**config.mk**
```make
export PLATFORM = sky130hd
export DESIGN_NAME = airi5c_bus_console_snoop
export DESIGN_NICKNAME = d
export VERILOG_FILES = /design/src/rtl/airi5c_bus_console_snoop_pkg.sv /design/src/rtl/airi5c_console_fifo.sv /design/src/rtl/airi5c_bus_console_snoop.sv
export SDC_FILE = /design/constraint.sdc
export NUM_CORES = 1
export LEC_CHECK = 0
export CAP_MARGIN = 20
export CORE_AREA = 2 2 136 138
export CTS_BUF_LIST = sky130_fd_sc_hd__clkbuf_16
export CTS_CLUSTER_DIAMETER = 120
export DETAILED_ROUTE_END_ITERATION = 16
export DIE_AREA = 0 0 138 140
export PLACE_DENSITY = 0.9
export SLEW_MARGIN = 20
export SYNTH_ARGS = -nofsm -noshare
export SYNTH_HDL_FRONTEND = slang
export SYNTH_SLANG_ARGS = --single-unit
```
**constraint.sdc**
```tcl
create_clock -name clk_i -period 5.35 [get_ports clk_i]
set_clock_uncertainty 0.2 [all_clocks]
set_input_delay 1.07 -clock clk_i [delete_from_list [all_inputs] [get_ports clk_i]]
set_output_delay 1.07 -clock clk_i [all_outputs]
set_load 0.01 [all_outputs]
```
**src/rtl/airi5c_bus_console_snoop_pkg.sv**
```systemverilog
// -----------------------------------------------------------------------------
// airi5c_bus_console_snoop_pkg
// Shared definitions for the console snooper:
//   - AHB-Lite HTRANS encodings
//   - ASCII line-feed code used by the optional line buffer
//   - default console channel base and exit-code register addresses
//   - ch_width(): width of a channel index, never narrower than one bit
// -----------------------------------------------------------------------------
package airi5c_bus_console_snoop_pkg;

  typedef enum logic [1:0] {
    HTRANS_IDLE   = 2'b00,
    HTRANS_BUSY   = 2'b01,
    HTRANS_NONSEQ = 2'b10,
    HTRANS_SEQ    = 2'b11
  } htrans_e;

  localparam logic [7:0]  ASCII_LF          = 8'h0A;
  localparam logic [31:0] DEFAULT_ADDR_BASE = 32'hC000_0200;
  localparam logic [31:0] DEFAULT_EXIT_ADDR = 32'hC000_0300;

  // A single channel still needs a one-bit index port.
  function automatic int ch_width(input int num_ch);
    return (num_ch > 1) ? $clog2(num_ch) : 1;
  endfunction

endpackage

```
**src/rtl/airi5c_console_fifo.sv**
```systemverilog
// -----------------------------------------------------------------------------
// airi5c_console_fifo
// Synchronous FIFO holding captured console characters.
//   clk_i, rst_i : clock, asynchronous active-high reset (empties the FIFO)
//   push_i       : write data_i; ignored when full unless pop happens too
//   pop_i        : discard the head entry; ignored when empty
//   data_i       : entry to write (WIDTH bits)
//   full_o       : DEPTH entries stored
//   empty_o      : no entries stored
//   head_o       : oldest entry, valid while !empty_o
// DEPTH must be a power of two, at least 2. Pointers carry one extra wrap
// bit so full and empty are told apart without a separate counter.
// -----------------------------------------------------------------------------
module airi5c_console_fifo #(
  parameter int WIDTH = 9,
  parameter int DEPTH = 16
) (
  input  logic             clk_i,
  input  logic             rst_i,
  input  logic             push_i,
  input  logic             pop_i,
  input  logic [WIDTH-1:0] data_i,
  output logic             full_o,
  output logic             empty_o,
  output logic [WIDTH-1:0] head_o
);

  localparam int AW = $clog2(DEPTH);

  logic [AW:0]      r_wr_ptr;
  logic [AW:0]      r_rd_ptr;
  logic [WIDTH-1:0] r_mem [DEPTH];
  logic             w_do_push;
  logic             w_do_pop;

  assign empty_o = (r_wr_ptr == r_rd_ptr);
  assign full_o  = (r_wr_ptr[AW] != r_rd_ptr[AW]) &&
                   (r_wr_ptr[AW-1:0] == r_rd_ptr[AW-1:0]);

  // A pop frees a slot on the same edge, so a push while full is accepted
  // when it coincides with a pop.
  assign w_do_pop  = pop_i && !empty_o;
  assign w_do_push = push_i && (!full_o || w_do_pop);

  assign head_o = r_mem[r_rd_ptr[AW-1:0]];

  // NOTE: sequential state uses non-blocking assignments so every flop
  // samples pre-edge values regardless of block evaluation order.
  always_ff @(posedge clk_i or posedge rst_i) begin
    if (rst_i) begin
      r_wr_ptr <= '0;
      r_rd_ptr <= '0;
    end else begin
      if (w_do_push) r_wr_ptr <= r_wr_ptr + (AW+1)'(1);
      if (w_do_pop)  r_rd_ptr <= r_rd_ptr + (AW+1)'(1);
    end
  end

  // NOTE: storage has no reset; the pointers alone define which entries are
  // live, and leaving the array unreset lets it map onto plain RAM.
  always_ff @(posedge clk_i) begin
    if (w_do_push) r_mem[r_wr_ptr[AW-1:0]] <= data_i;
  end

endmodule

```
**src/rtl/airi5c_bus_console_snoop.sv**
```systemverilog
// -----------------------------------------------------------------------------
// airi5c_bus_console_snoop
// Passive AHB-Lite data-bus snooper. Captures word writes to NUM_CH console
// channels (ADDR_BASE + 4*n) into a FIFO drained over a valid/ready stream,
// captures the first write to EXIT_ADDR as the program exit code, and runs a
// cycle watchdog. It only observes the bus and never drives it.
//
// Ports:
//   clk_i, rst_i     : clock, asynchronous active-high reset
//   haddr_i, htrans_i, hwrite_i, hready_i, hwdata_i : snooped AHB-Lite bus
//   char_valid_o/char_ready_i/char_data_o/char_ch_o : character stream
//   overflow_o       : sticky, a character was dropped on a full FIFO
//   drop_cnt_o       : saturating count of dropped characters
//   exit_valid_o     : sticky, exit code captured
//   exit_code_o      : first exit code written
//   timeout_o        : sticky, watchdog expired (TIMEOUT_CYCLES != 0)
//   cycle_cnt_o      : cycles since reset, wrapping
//
// Build option: define AIRI5C_CONSOLE_LINEBUF_EN to hold the stream back
// until a line feed is buffered (or the FIFO is full).
// -----------------------------------------------------------------------------
module airi5c_bus_console_snoop
  import airi5c_bus_console_snoop_pkg::*;
#(
  parameter logic [31:0] ADDR_BASE      = DEFAULT_ADDR_BASE,
  parameter int          NUM_CH         = 2,
  parameter int          FIFO_DEPTH     = 16,
  parameter logic [31:0] EXIT_ADDR      = DEFAULT_EXIT_ADDR,
  parameter logic [31:0] TIMEOUT_CYCLES = 32'd0,
  localparam int         CH_W           = ch_width(NUM_CH)
) (
  input  logic            clk_i,
  input  logic            rst_i,
  input  logic [31:0]     haddr_i,
  input  logic [1:0]      htrans_i,
  input  logic            hwrite_i,
  input  logic            hready_i,
  input  logic [31:0]     hwdata_i,
  output logic            char_valid_o,
  input  logic            char_ready_i,
  output logic [7:0]      char_data_o,
  output logic [CH_W-1:0] char_ch_o,
  output logic            overflow_o,
  output logic [15:0]     drop_cnt_o,
  output logic            exit_valid_o,
  output logic [31:0]     exit_code_o,
  output logic            timeout_o,
  output logic [31:0]     cycle_cnt_o
);

  localparam int          DW      = CH_W + 8;
  localparam logic [31:0] WD_LAST = TIMEOUT_CYCLES - 32'd1;

  // Address-phase capture
  logic            r_pend_v;
  logic            r_pend_exit;
  logic [CH_W-1:0] r_pend_ch;

  logic            w_ch_hit;
  logic [CH_W-1:0] w_ch_idx;
  logic            w_exit_hit;
  logic            w_qualify;

  // Data-phase / FIFO handshake
  logic            w_complete;
  logic            w_push;
  logic            w_push_ok;
  logic            w_pop;
  logic            w_drop;
  logic            w_full;
  logic            w_empty;
  logic [DW-1:0]   w_head;

  // Status
  logic            w_exit_set;
  logic            w_wd_hit;
  logic            r_overflow;
  logic [15:0]     r_drop_cnt;
  logic            r_exit_valid;
  logic [31:0]     r_exit_code;
  logic            r_timeout;
  logic [31:0]     r_cycle_cnt;

  // ---------------------------------------------------------------------------
  // Address decode: exact 32-bit match, so only word-aligned writes hit.
  // ---------------------------------------------------------------------------
  // NOTE: every always_comb output gets a default before any conditional
  // assignment, so no path leaves it unassigned and no latch is inferred.
  always_comb begin
    w_ch_hit = 1'b0;
    w_ch_idx = '0;
    for (int n = 0; n < NUM_CH; n++) begin
      if (haddr_i == ADDR_BASE + 32'(4 * n)) begin
        w_ch_hit = 1'b1;
        w_ch_idx = CH_W'(n);
      end
    end
  end

  assign w_exit_hit = (haddr_i == EXIT_ADDR);
  assign w_qualify  = hready_i && hwrite_i &&
                      (htrans_i == HTRANS_NONSEQ || htrans_i == HTRANS_SEQ) &&
                      (w_ch_hit || w_exit_hit);

  // Any hready edge both completes the previous data phase and samples a new
  // address phase, which is what makes back-to-back writes work. Wait states
  // leave the pending transfer untouched.
  always_ff @(posedge clk_i or posedge rst_i) begin
    if (rst_i) begin
      r_pend_v    <= 1'b0;
      r_pend_exit <= 1'b0;
      r_pend_ch   <= '0;
    end else if (hready_i) begin
      r_pend_v    <= w_qualify;
      r_pend_exit <= w_exit_hit;
      r_pend_ch   <= w_ch_idx;
    end
  end

  // If EXIT_ADDR aliases a channel address, the exit register wins.
  assign w_complete = r_pend_v && hready_i;
  assign w_push     = w_complete && !r_pend_exit;
  assign w_exit_set = w_complete && r_pend_exit && !r_exit_valid;

  // ---------------------------------------------------------------------------
  // Character FIFO and output stream
  // ---------------------------------------------------------------------------
  airi5c_console_fifo #(
    .WIDTH (DW),
    .DEPTH (FIFO_DEPTH)
  ) u_fifo (
    .clk_i   (clk_i),
    .rst_i   (rst_i),
    .push_i  (w_push),
    .pop_i   (w_pop),
    .data_i  ({r_pend_ch, hwdata_i[7:0]}),
    .full_o  (w_full),
    .empty_o (w_empty),
    .head_o  (w_head)
  );

  assign w_pop     = char_valid_o && char_ready_i;
  assign w_push_ok = w_push && (!w_full || w_pop);
  assign w_drop    = w_push && !w_push_ok;

`ifdef AIRI5C_CONSOLE_LINEBUF_EN
  localparam int NLW = $clog2(FIFO_DEPTH) + 1;

  logic [NLW-1:0] r_nl_cnt;
  logic           w_nl_in;
  logic           w_nl_out;

  assign w_nl_in  = w_push_ok && (hwdata_i[7:0] == ASCII_LF);
  assign w_nl_out = w_pop && (w_head[7:0] == ASCII_LF);

  always_ff @(posedge clk_i or posedge rst_i) begin
    if (rst_i) begin
      r_nl_cnt <= '0;
    end else begin
      case ({w_nl_in, w_nl_out})
        2'b10:   r_nl_cnt <= r_nl_cnt + NLW'(1);
        2'b01:   r_nl_cnt <= r_nl_cnt - NLW'(1);
        default: r_nl_cnt <= r_nl_cnt;
      endcase
    end
  end

  // Releasing on full keeps a line longer than the FIFO from deadlocking.
  assign char_valid_o = !w_empty && ((r_nl_cnt != '0) || w_full);
`else
  assign char_valid_o = !w_empty;
`endif

  assign char_data_o = w_head[7:0];
  assign char_ch_o   = w_head[DW-1:8];

  // ---------------------------------------------------------------------------
  // Drop accounting, exit code, watchdog, cycle counter
  // ---------------------------------------------------------------------------
  // Timeout fires on the edge the counter becomes TIMEOUT_CYCLES-1; an exit
  // captured on that same edge wins.
  assign w_wd_hit = (TIMEOUT_CYCLES != 32'd0) &&
                    (r_cycle_cnt + 32'd1 == WD_LAST);

  always_ff @(posedge clk_i or posedge rst_i) begin
    if (rst_i) begin
      r_overflow   <= 1'b0;
      r_drop_cnt   <= '0;
      r_exit_valid <= 1'b0;
      r_exit_code  <= '0;
      r_timeout    <= 1'b0;
      r_cycle_cnt  <= '0;
    end else begin
      r_cycle_cnt <= r_cycle_cnt + 32'd1;
      if (w_drop) begin
        r_overflow <= 1'b1;
        if (r_drop_cnt != 16'hFFFF) r_drop_cnt <= r_drop_cnt + 16'd1;
      end
      if (w_exit_set) begin
        r_exit_valid <= 1'b1;
        r_exit_code  <= hwdata_i;
      end
      if (w_wd_hit && !r_exit_valid && !w_exit_set) r_timeout <= 1'b1;
    end
  end

  assign overflow_o   = r_overflow;
  assign drop_cnt_o   = r_drop_cnt;
  assign exit_valid_o = r_exit_valid;
  assign exit_code_o  = r_exit_code;
  assign timeout_o    = r_timeout;
  assign cycle_cnt_o  = r_cycle_cnt;

endmodule

```
==> reports/metrics.yaml, run 1 <==
logic_synthesis:
  synth-seq-cells: 239
  synth_flop_cell: "edfxtp_1"
  async_flop_share_pct: 39.7
  synth_top_area_cell: "edfxtp_1"
  synth_adder_area_share_pct: 0.907
  yosysWarnings: 0
  synth_nets: 635
  synthTopCellsByArea: "edfxtp_1 (45%), dfrtp_1 (25%), mux4_2 (10%)"
  synthSimpleGateAreaFrac_pct: 7.70
  synth-edff-count: 144
  synthMuxAreaShare_pct: 14.6
  yosysSeqAreaShare_pct: 69.4
  synth.top_cell.area_share_pct: 44.8
  avgSynthCellArea_um2: 17.3
  ys_types: 38
  yosysMostFrequentCell: "edfxtp_1"
  synth_xor_area_share_pct: 5.25
  postSynthCellCount: 557
  syn_area_um2: 9660
  synth_compound_area_share_pct: 0.674
  synth_commonest_cells: "edfxtp_1 (144), dfrtp_1 (95), mux4_2 (45)"
  synth_top_family_by_area: "multiplexers"
clocking:
  cts_buffer_depth: 3
  cts_resized: 0
  worstSkewPairLatency_ns: 0.51
  post_cts_buffers: 0
  cts-root-buf: "clkbuf_16"
  cts_num_sinks: 239
  cts_tree: "yes"
  numCtsBuffers: 24
  path_clk_slew_ns: 0.06
  ctsHoldBuffers: 0
  cts-htree-levels: 1
routing:
  routed_wl_um: 22400
  via_count: 5753
  drc: 0
  drt_first_pass_iters: 5
  antenna_left: 0
  drt_iter0_markers: 409
  routed_via_density: 5.84
  wl_per_cell_um: 22.8
finish:
  drive_above_1_share_pct: 17.1
  fin_nets: 816
  areaGrowthSynthToFinish_pct: 27.4
  antenna_cells: 0
timing:
  setup_tns_ns: 0
  slew_headroom_pct: 25.6
  rsz0062_at_grt: "false"
  post-route-period-util_pct: 82.3
  max_clock_freq_mhz: 227
  hold_viol: 0
  setup_viol: 0
  fin_crit_ns: 4.40
  worst_pin_slew_ns: 1.11
  report.final.slew_viol_count: 0
power:
  p_comb_share_pct: 20.6
  switching_power_mw: 1.16
  powerDensity_nw_per_um2: 373
  share_seq_of_total_power_pct: 46.0
  clockPowerShare_pct: 33.5
  fin_total_pwr_mw: 4.59
  sw_frac_of_total_pct: 25.2
  internal_power_mw: 3.43
  peakVddDrop_mv: 0.298
  p_leak_nw: 4.68
worst_setup_path:
  reg2regPathDepth: 5
  path_max_fanout: 24
  cp.required_ns: 4.08
  critPathSlowestCell: "dfrtp_2"
  worst_path_largest_cell_delay_ns: 0.76
  rr_endpoint: "u_fifo.r_mem[11][7]"
  r2r_start: "u_fifo.r_rd_ptr[2]"
  crit_path_end_kind: "output port"
  cp.arrival_ns: 3.13
  worst_setup_path_start_kind: "flop"
  crit_type: "flop to output port"
  cp-endpoint: "char_data_o[0]"
  r2r_slack_ns: 1.92
  worstSetupStartpoint: "u_fifo.r_rd_ptr[0]"
  worstPathCellList: "buf_12 -> mux4_2 -> mux4_2 -> clkdlybuf4s50_1"
  cpMostUsedCell: "mux4_2"
die:
  start_util_pct: 54.3
  die_h_um: 140
  row_count: 49
  io_pins: 164
  core_um2: 17800
  design.die.area_um2: 19300
  die_x_um: 138
placement:
  hpwl_um: 14500
  routabilityCongestion: 0.841
  port_buffers: 161
global_route:
  grt_pass1_wl_um: 34200
  antenna_found_initial: 0
  grt_pass1_vias: 6008
  grt_usage_pct: 23.0
  overflow: 0
  grt_max_degree: 66
job:
  maxCapViolCount: 0
run_status:
  status: "completed"
hold_path:
  min_path_type: "flop to flop"
==> worst min-delay path by stage <==
stage,start,end,slack [ns],cells after the start
final,overflow_o,overflow_o,0.27,1
after global placement,overflow_o,overflow_o,0.26,1
after global routing,overflow_o,overflow_o,0.30,1
after CTS,overflow_o,overflow_o,0.28,1
after floorplan,u_fifo.r_rd_ptr[4],u_fifo.r_rd_ptr[4],0.27,1
after detailed placement,overflow_o,overflow_o,0.25,1
==> cell families after synthesis <==
family	Yosys count
flip-flops	239
adder cells (fa/ha/maj)	7
XOR/XNOR	57
multiplexers	80
other	1
buffers and inverters	32
AND/OR/NAND/NOR	134
AO/OA/AOI/OAI	7
==> sequential cells by signal (all words and copies together), names as in the netlist <==
name and flops:
r_pend_ch 1, exit_valid_o 1, cycle_cnt_o 32, u_fifo.r_mem 144, r_pend_exit 1, drop_cnt_o 16, exit_code_o 32, u_fifo.r_wr_ptr 5
r_pend_v 1, u_fifo.r_rd_ptr 5, overflow_o 1
==> critical path: cells and delay by family (launching register included) <==
family	cells	cell delay (ns)
flip-flops	1	0.76
multiplexers	2	1.06
buffers and inverters	2	0.80
==> power by group through the flow <==
stage / sequential [mW] / combinational (mW) / clock, mW
final: 2.11 / 0.943 / 1.54
after global routing: 2.12 / 0.998 / 1.63
after CTS: 2.11 / 0.960 / 1.56
after detailed placement: 2.15 / 0.942 / 0
after global placement: 2.14 / 0.910 / 0
after floorplan: 2.06 / 0.653 / 0
==> stage by stage <==
| stage | util (%) | instance area, um2 | cells | setup slack, ns | hold slack [ns] |
|---|---|---|---|---|---|
| 2_1_floorplan | - | 9660 | 557 | 1.60 | 0.266 |
| 3_3_place_gp | 65.0 | 11600 | 940 | 1.51 | 0.257 |
| 3_5_place_dp | 65.0 | 11600 | 940 | 1.37 | 0.251 |
| 4_1_cts | 69.1 | 12300 | 984 | 0.898 | 0.276 |
| 5_1_grt | 69.2 | 12300 | 985 | 0.821 | 0.303 |
| 6_report | 69.2 | 12300 | 985 | 0.946 | 0.274 |
==> placed cells by master, fill, tap and decap left out, types with 8 or more instances in the layout <==
cell	Yosys	final
nand3_1	23	23
xor2_1	21	21
edfxtp_1	144	144
xnor2_1	35	35
and3_1	8	8
dfrtp_1	95	94
nor4_1	10	10
nor2_1	20	20
mux4_2	45	45
buf_4	1	10
clkbuf_16	0	26
inv_1	14	22
nand4_1	15	15
clkdlybuf4s50_1	0	161
nand2_1	25	25
nor3_1	10	10
mux2_2	29	29
==> metal layers <==
layer	up-vias	GRT usage, %	part of all wire [%]
met5	-	0	0
met4	0	7.89	2.8
li1	2488	-	-
met2	284	40.5	52
met3	44	6.09	8.9
met1	2937	27.8	36
==> final cells by class <==
cell class                      count  area [um2]
Inverter                           14        55.1
Multi-Input combinational cell    286        2810
Tap cell                          229         287
Sequential cell                   239        6700
Clock buffer                       26         651
Fill cell                        1077        5480
Timing Repair Buffer              173        1720
Clock inverter                     18        76.3
No activity file was read; power rests on OpenSTA's default activity.
==> run 2, diff against run 1 <==
- CORE_AREA: 2 2 136 138 -> 2 2 138 140
- DIE_AREA: 0 0 138 140 -> 0 0 140 142
- PLACE_DENSITY: 0.9 -> 0.88
- clock period: 5.35 -> 4.6 ns (I/O delays scaled with it)
==> run 2 against run 1 <==
The run now ends with design-rule violations left. Final cell count rose by 0.91%. Final area is 0.35% higher. Setup slack worse by 0.65 ns. Sequential share of layout area is 0.19 points lower. Sequential cell count stayed put. Register-to-register slack got worse by 0.49 ns. Utilization decreased by 2.3 points. Worst hold slack gained 0.0031 ns. First-iteration DRC count grew 6.6%. Clock-buffer cell count decreased by 1. Critical path depth unchanged. Die area up 2.9%. Largest power group unchanged.
==> reports/metrics.yaml, run 2 (synthesis gave the netlist of run 1 again) <==
routing:
  routed_wl_um: 22200
  routed_via_density: 5.70
  drc: 3
  wl_per_cell_um: 22.3
  drt_iter0_markers: 436
  antenna_left: 0
  via_count: 5663
  drt_first_pass_iters: 11
worst_setup_path:
  worstSetupStartpoint: "u_fifo.r_rd_ptr[0]"
  path_buf_inv: 2
  cp.arrival_ns: 3.19
  r2r_start: "u_fifo.r_rd_ptr[3]"
  cpMostUsedCell: "mux4_2"
  path_max_fanout: 24
  worstPathCellList: "buf_12 -> mux4_2 -> mux4_2 -> clkdlybuf4s50_1"
  crit_family: "multiplexers"
  worst_setup_path_start_kind: "flop"
  crit_path_end_kind: "output port"
  cp.required_ns: 3.48
  r2r_slack_ns: 1.43
  critPathSlowestCell: "dfrtp_2"
  crit_type: "flop to output port"
  worst_path_largest_cell_delay_ns: 0.76
clocking:
  cts-root-buf: "clkbuf_16"
  path_clk_slew_ns: 0.07
  post_cts_buffers: 0
  cts_resized: 0
  ctsHoldBuffers: 0
  cts-htree-levels: 1
  cts_tree: "yes"
  cts_num_sinks: 239
  cts_buffer_depth: 3
  numCtsBuffers: 24
  worstSkewPairLatency_ns: 0.52
die:
  row_count: 50
  die_h_um: 142
  design.die.area_um2: 19900
  die_x_um: 140
  start_util_pct: 52.3
  core_um2: 18500
  io_pins: 164
finish:
  fill_cells: 1171
  fin_nets: 820
  largest_reg_flops: 144
  multiInputGateArea_um2: 2810
  final_common_cell: "clkdlybuf4s50_1"
  seqCellArea_um2: 6700
  drive_above_1_share_pct: 17.4
  layout_common_cells: "clkdlybuf4s50_1 (161), edfxtp_1 (144), dfrtp_1 (94)"
  antenna_cells: 0
  areaGrowthSynthToFinish_pct: 27.8
job:
  maxCapViolCount: 0
run_status:
  violations: "design-rule violations"
  status: "finished, violations left"
power:
  p_leak_nw: 4.70
  fin_total_pwr_mw: 5.37
  clockPowerShare_pct: 33.9
  sw_frac_of_total_pct: 25.1
  peakVddDrop_mv: 0.238
  switching_power_mw: 1.35
  p_comb_share_pct: 20.8
  internal_power_mw: 4.02
  share_seq_of_total_power_pct: 45.2
  powerDensity_nw_per_um2: 435
global_route:
  grt_usage_pct: 22.9
  antenna_found_initial: 0
  grt_pass1_wl_um: 34700
  overflow: 0
  grt_pass1_vias: 6173
  grt_max_degree: 41
timing:
  fin_crit_ns: 4.31
  report.final.slew_viol_count: 0
  worst_pin_slew_ns: 1.06
  setup_tns_ns: 0
  rsz0062_at_grt: "false"
  post-route-period-util_pct: 93.6
  slew_headroom_pct: 29.3
  setup_viol: 0
  hold_viol: 0
  max_clock_freq_mhz: 232
placement:
  routabilityCongestion: 0.811
  hpwl_um: 14800
  port_buffers: 161
hold_path:
  hp-start: "overflow_o"
  min_path_type: "flop to flop"
## run 2: power by group through the flow
| stage | combinational, mW | clock, mW | sequential [mW] |
|---|---|---|---|
| 4_1_cts | 1.14 | 1.84 | 2.43 |
| 5_1_grt | 1.20 | 1.93 | 2.44 |
| 6_report | 1.12 | 1.82 | 2.43 |
| 3_5_place_dp | 1.13 | 0 | 2.47 |
| 2_1_floorplan | 0.760 | 0 | 2.39 |
| 3_3_place_gp | 1.10 | 0 | 2.46 |
## run 2: path summary, 6_finish.rpt
check | end | depth (start not counted)
max | char_data_o[0] | 4
min | overflow_o | 1
max reg2reg | u_fifo.r_mem[11][6] | 5
min reg2reg | overflow_o | 1
max in group asynchronous | exit_code_o[26] | 3
min in group asynchronous | exit_code_o[15] | 2
## run 2: area by class of cell
type | instances | share of cell area [%]
clock buffers | 25 | 5.07
well taps | 234 | 2.37
multi-input cells | 286 | 22.8
flip-flops and latches | 239 | 54.3
inverters | 14 | 0.436
repair buffers | 177 | 14.1
clock inverters | 19 | 0.912
## run 2: layer usage
metal  vias up  part of all wire [%]  global-route usage [%]
met1      2855                    38                    29.3
met5         -                     0                       0
met4         0                   2.5                    6.59
li1       2498                     -                       -
met3        43                   8.4                    5.62
met2       267                    51                    39.5
## run 2: per-stage QoR
step                setup slack [ns]  instances  instance area, um2  util (%)  hold slack [ns]
finish                         0.295        994               12300      66.9            0.277
global route                   0.179        994               12300      66.9            0.292
CTS                            0.261        994               12300      66.9            0.278
detailed placement             0.833        950               11600      62.9            0.251
global placement               0.892        950               11600      62.9            0.255
floorplan                       1.00        557                9660         -            0.266
==> run 3, diff against run 2 <==
- SETUP_SLACK_MARGIN: default -> 0.5
==> run 3 against run 2 <==
The run still ends with design-rule violations left. Utilization is 0.095 points higher. Global-route usage is 0.052 points higher. Sequential cell count stayed put. Final area is 0.14% higher. Register-to-register slack worse by 0.02 ns. Fmax is 10% higher. Power is 0.28% higher. Wire length is 0.25% higher. Critical path type unchanged. Sequential power is 2% lower. Critical path depth stayed put. Via count is 0.12% lower. Highest routed layer unchanged.
==> reports/metrics.yaml, run 3 (synthesis gave the netlist of run 1 again) <==
timing:
  post-route-period-util_pct: 85.1
  worst_pin_slew_ns: 1.08
  slew_headroom_pct: 27.8
  max_clock_freq_mhz: 256
  rsz0062_at_grt: "false"
  setup_tns_ns: 0
  fin_crit_ns: 3.91
  timing.final.ws_setup_ns: 0.687
  report.final.slew_viol_count: 0
  hold_viol: 0
  setup_viol: 0
worst_setup_path:
  r2r_start: "u_fifo.r_rd_ptr[1]"
  worstSetupStartpoint: "u_fifo.r_rd_ptr[0]"
  r2r_slack_ns: 1.41
  cp.required_ns: 3.48
  rr_endpoint: "u_fifo.r_mem[11][6]"
  cp.arrival_ns: 2.79
  cp-endpoint: "char_data_o[0]"
  reg2regPathDepth: 6
  crit_path_end_kind: "output port"
  worst_setup_path_start_kind: "flop"
  crit_type: "flop to output port"
  path_max_fanout: 24
clocking:
  cts_buffer_depth: 3
  ctsHoldBuffers: 0
  path_clk_slew_ns: 0.06
  cts_tree: "yes"
  cts-htree-levels: 1
  worstSkewPairLatency_ns: 0.52
  cts-root-buf: "clkbuf_16"
  cts_num_sinks: 239
  numCtsBuffers: 24
hold_path:
  min_path_type: "flop to flop"
finish:
  final_common_cell: "clkdlybuf4s50_1"
  fill_cells: 1165
  final_cells: 996
  fin_nets: 822
  areaGrowthSynthToFinish_pct: 28.0
  layout_common_cells: "clkdlybuf4s50_1 (161), edfxtp_1 (144), dfrtp_1 (94)"
  antenna_cells: 0
  drive_above_1_share_pct: 17.6
  final_util_pct: 67.0
  largest_reg_flops: 144
die:
  io_pins: 164
  die_h_um: 142
  die_x_um: 140
  core_um2: 18500
  start_util_pct: 52.3
  row_count: 50
  design.die.area_um2: 19900
power:
  powerDensity_nw_per_um2: 436
  peakVddDrop_mv: 0.237
  p_leak_nw: 4.71
global_route:
  antenna_found_initial: 0
  grt_max_degree: 41
  overflow: 0
  grt_usage_pct: 22.9
  grt_pass1_wl_um: 34800
  grt_pass1_vias: 6195
run_status:
  violations: "design-rule violations"
  status: "finished, violations left"
placement:
  routabilityCongestion: 0.811
  hpwl_um: 14800
  port_buffers: 161
  pre_cts_ws_ns: 0.833
  place_inst: 950
job:
  maxCapViolCount: 0
routing:
  routed_wl_um: 22300
  drt_first_pass_iters: 11
  antenna_left: 0
  drt_iter0_markers: 431
  routed_via_density: 5.68
  drc: 3
  via_count: 5656
  wl_per_cell_um: 22.4
[run 3: cell count changes in the layout (fill, tap and decap cells not counted), sizes merged]
cell | previous run | this run
buf | 16 | 18
[run 3: worst min-delay path by stage]
stage / depth (start not counted) / slack [ns] / start / endpoint
6_report: 1 / 0.28 / overflow_o / overflow_o
2_1_floorplan: 1 / 0.27 / u_fifo.r_rd_ptr[4] / u_fifo.r_rd_ptr[4]
3_3_place_gp: 1 / 0.25 / overflow_o / overflow_o
4_1_cts: 1 / 0.28 / overflow_o / overflow_o
5_1_grt: 1 / 0.29 / overflow_o / overflow_o
3_5_place_dp: 1 / 0.25 / overflow_o / overflow_o
[run 3: layout make-up]
| cell class | instances | area, um2 | share of cell area [%] |
|---|---|---|---|
| Sequential cell | 239 | 6710 | 54.2 |
| Multi-Input combinational cell | 286 | 2810 | 22.8 |
| Timing Repair Buffer | 179 | 1760 | 14.2 |
| Clock buffer | 25 | 626 | 5.06 |
| Tap cell | 234 | 293 | 2.37 |
| Clock inverter | 19 | 113 | 0.911 |
| Inverter | 14 | 53.8 | 0.435 |
[run 3: report_power, final]
group | leakage [nW] | switching (mW) | total (mW) | internal, mW
Clock | 0.392 | 0.778 | 1.82 | 1.04
Combinational | 1.75 | 0.492 | 1.18 | 0.685
Sequential | 2.56 | 0.0780 | 2.39 | 2.32
[run 3: repair_timing]
item / CTS / global route
buffers inserted: 2 / 0
resized for setup: 1 / 0
setup endpoints to repair: 7 / 0
[run 3: per-layer routing]
layer  wire (um)  track usage [%]
met4         529             6.59
met2       11400             39.5
met1        8570             29.4
met3        1770             5.62
met5           0                0
[run 3: critical path, stage by stage, from the launching register on]
cell and delay, ns:
dfrtp_4 0.45, buf_12 0.23, mux4_2 0.55, mux4_2 0.53, clkdlybuf4s50_1 0.51
[run 3: per-stage QoR]
stage	power, mW	hold slack, ns	area, um2
3_3_place_gp	3.56	0.255	11600
5_1_grt	5.58	0.292	12400
3_5_place_dp	3.60	0.251	11600
4_1_cts	5.43	0.278	12400
6_report	5.39	0.277	12400
2_1_floorplan	3.15	0.266	9660
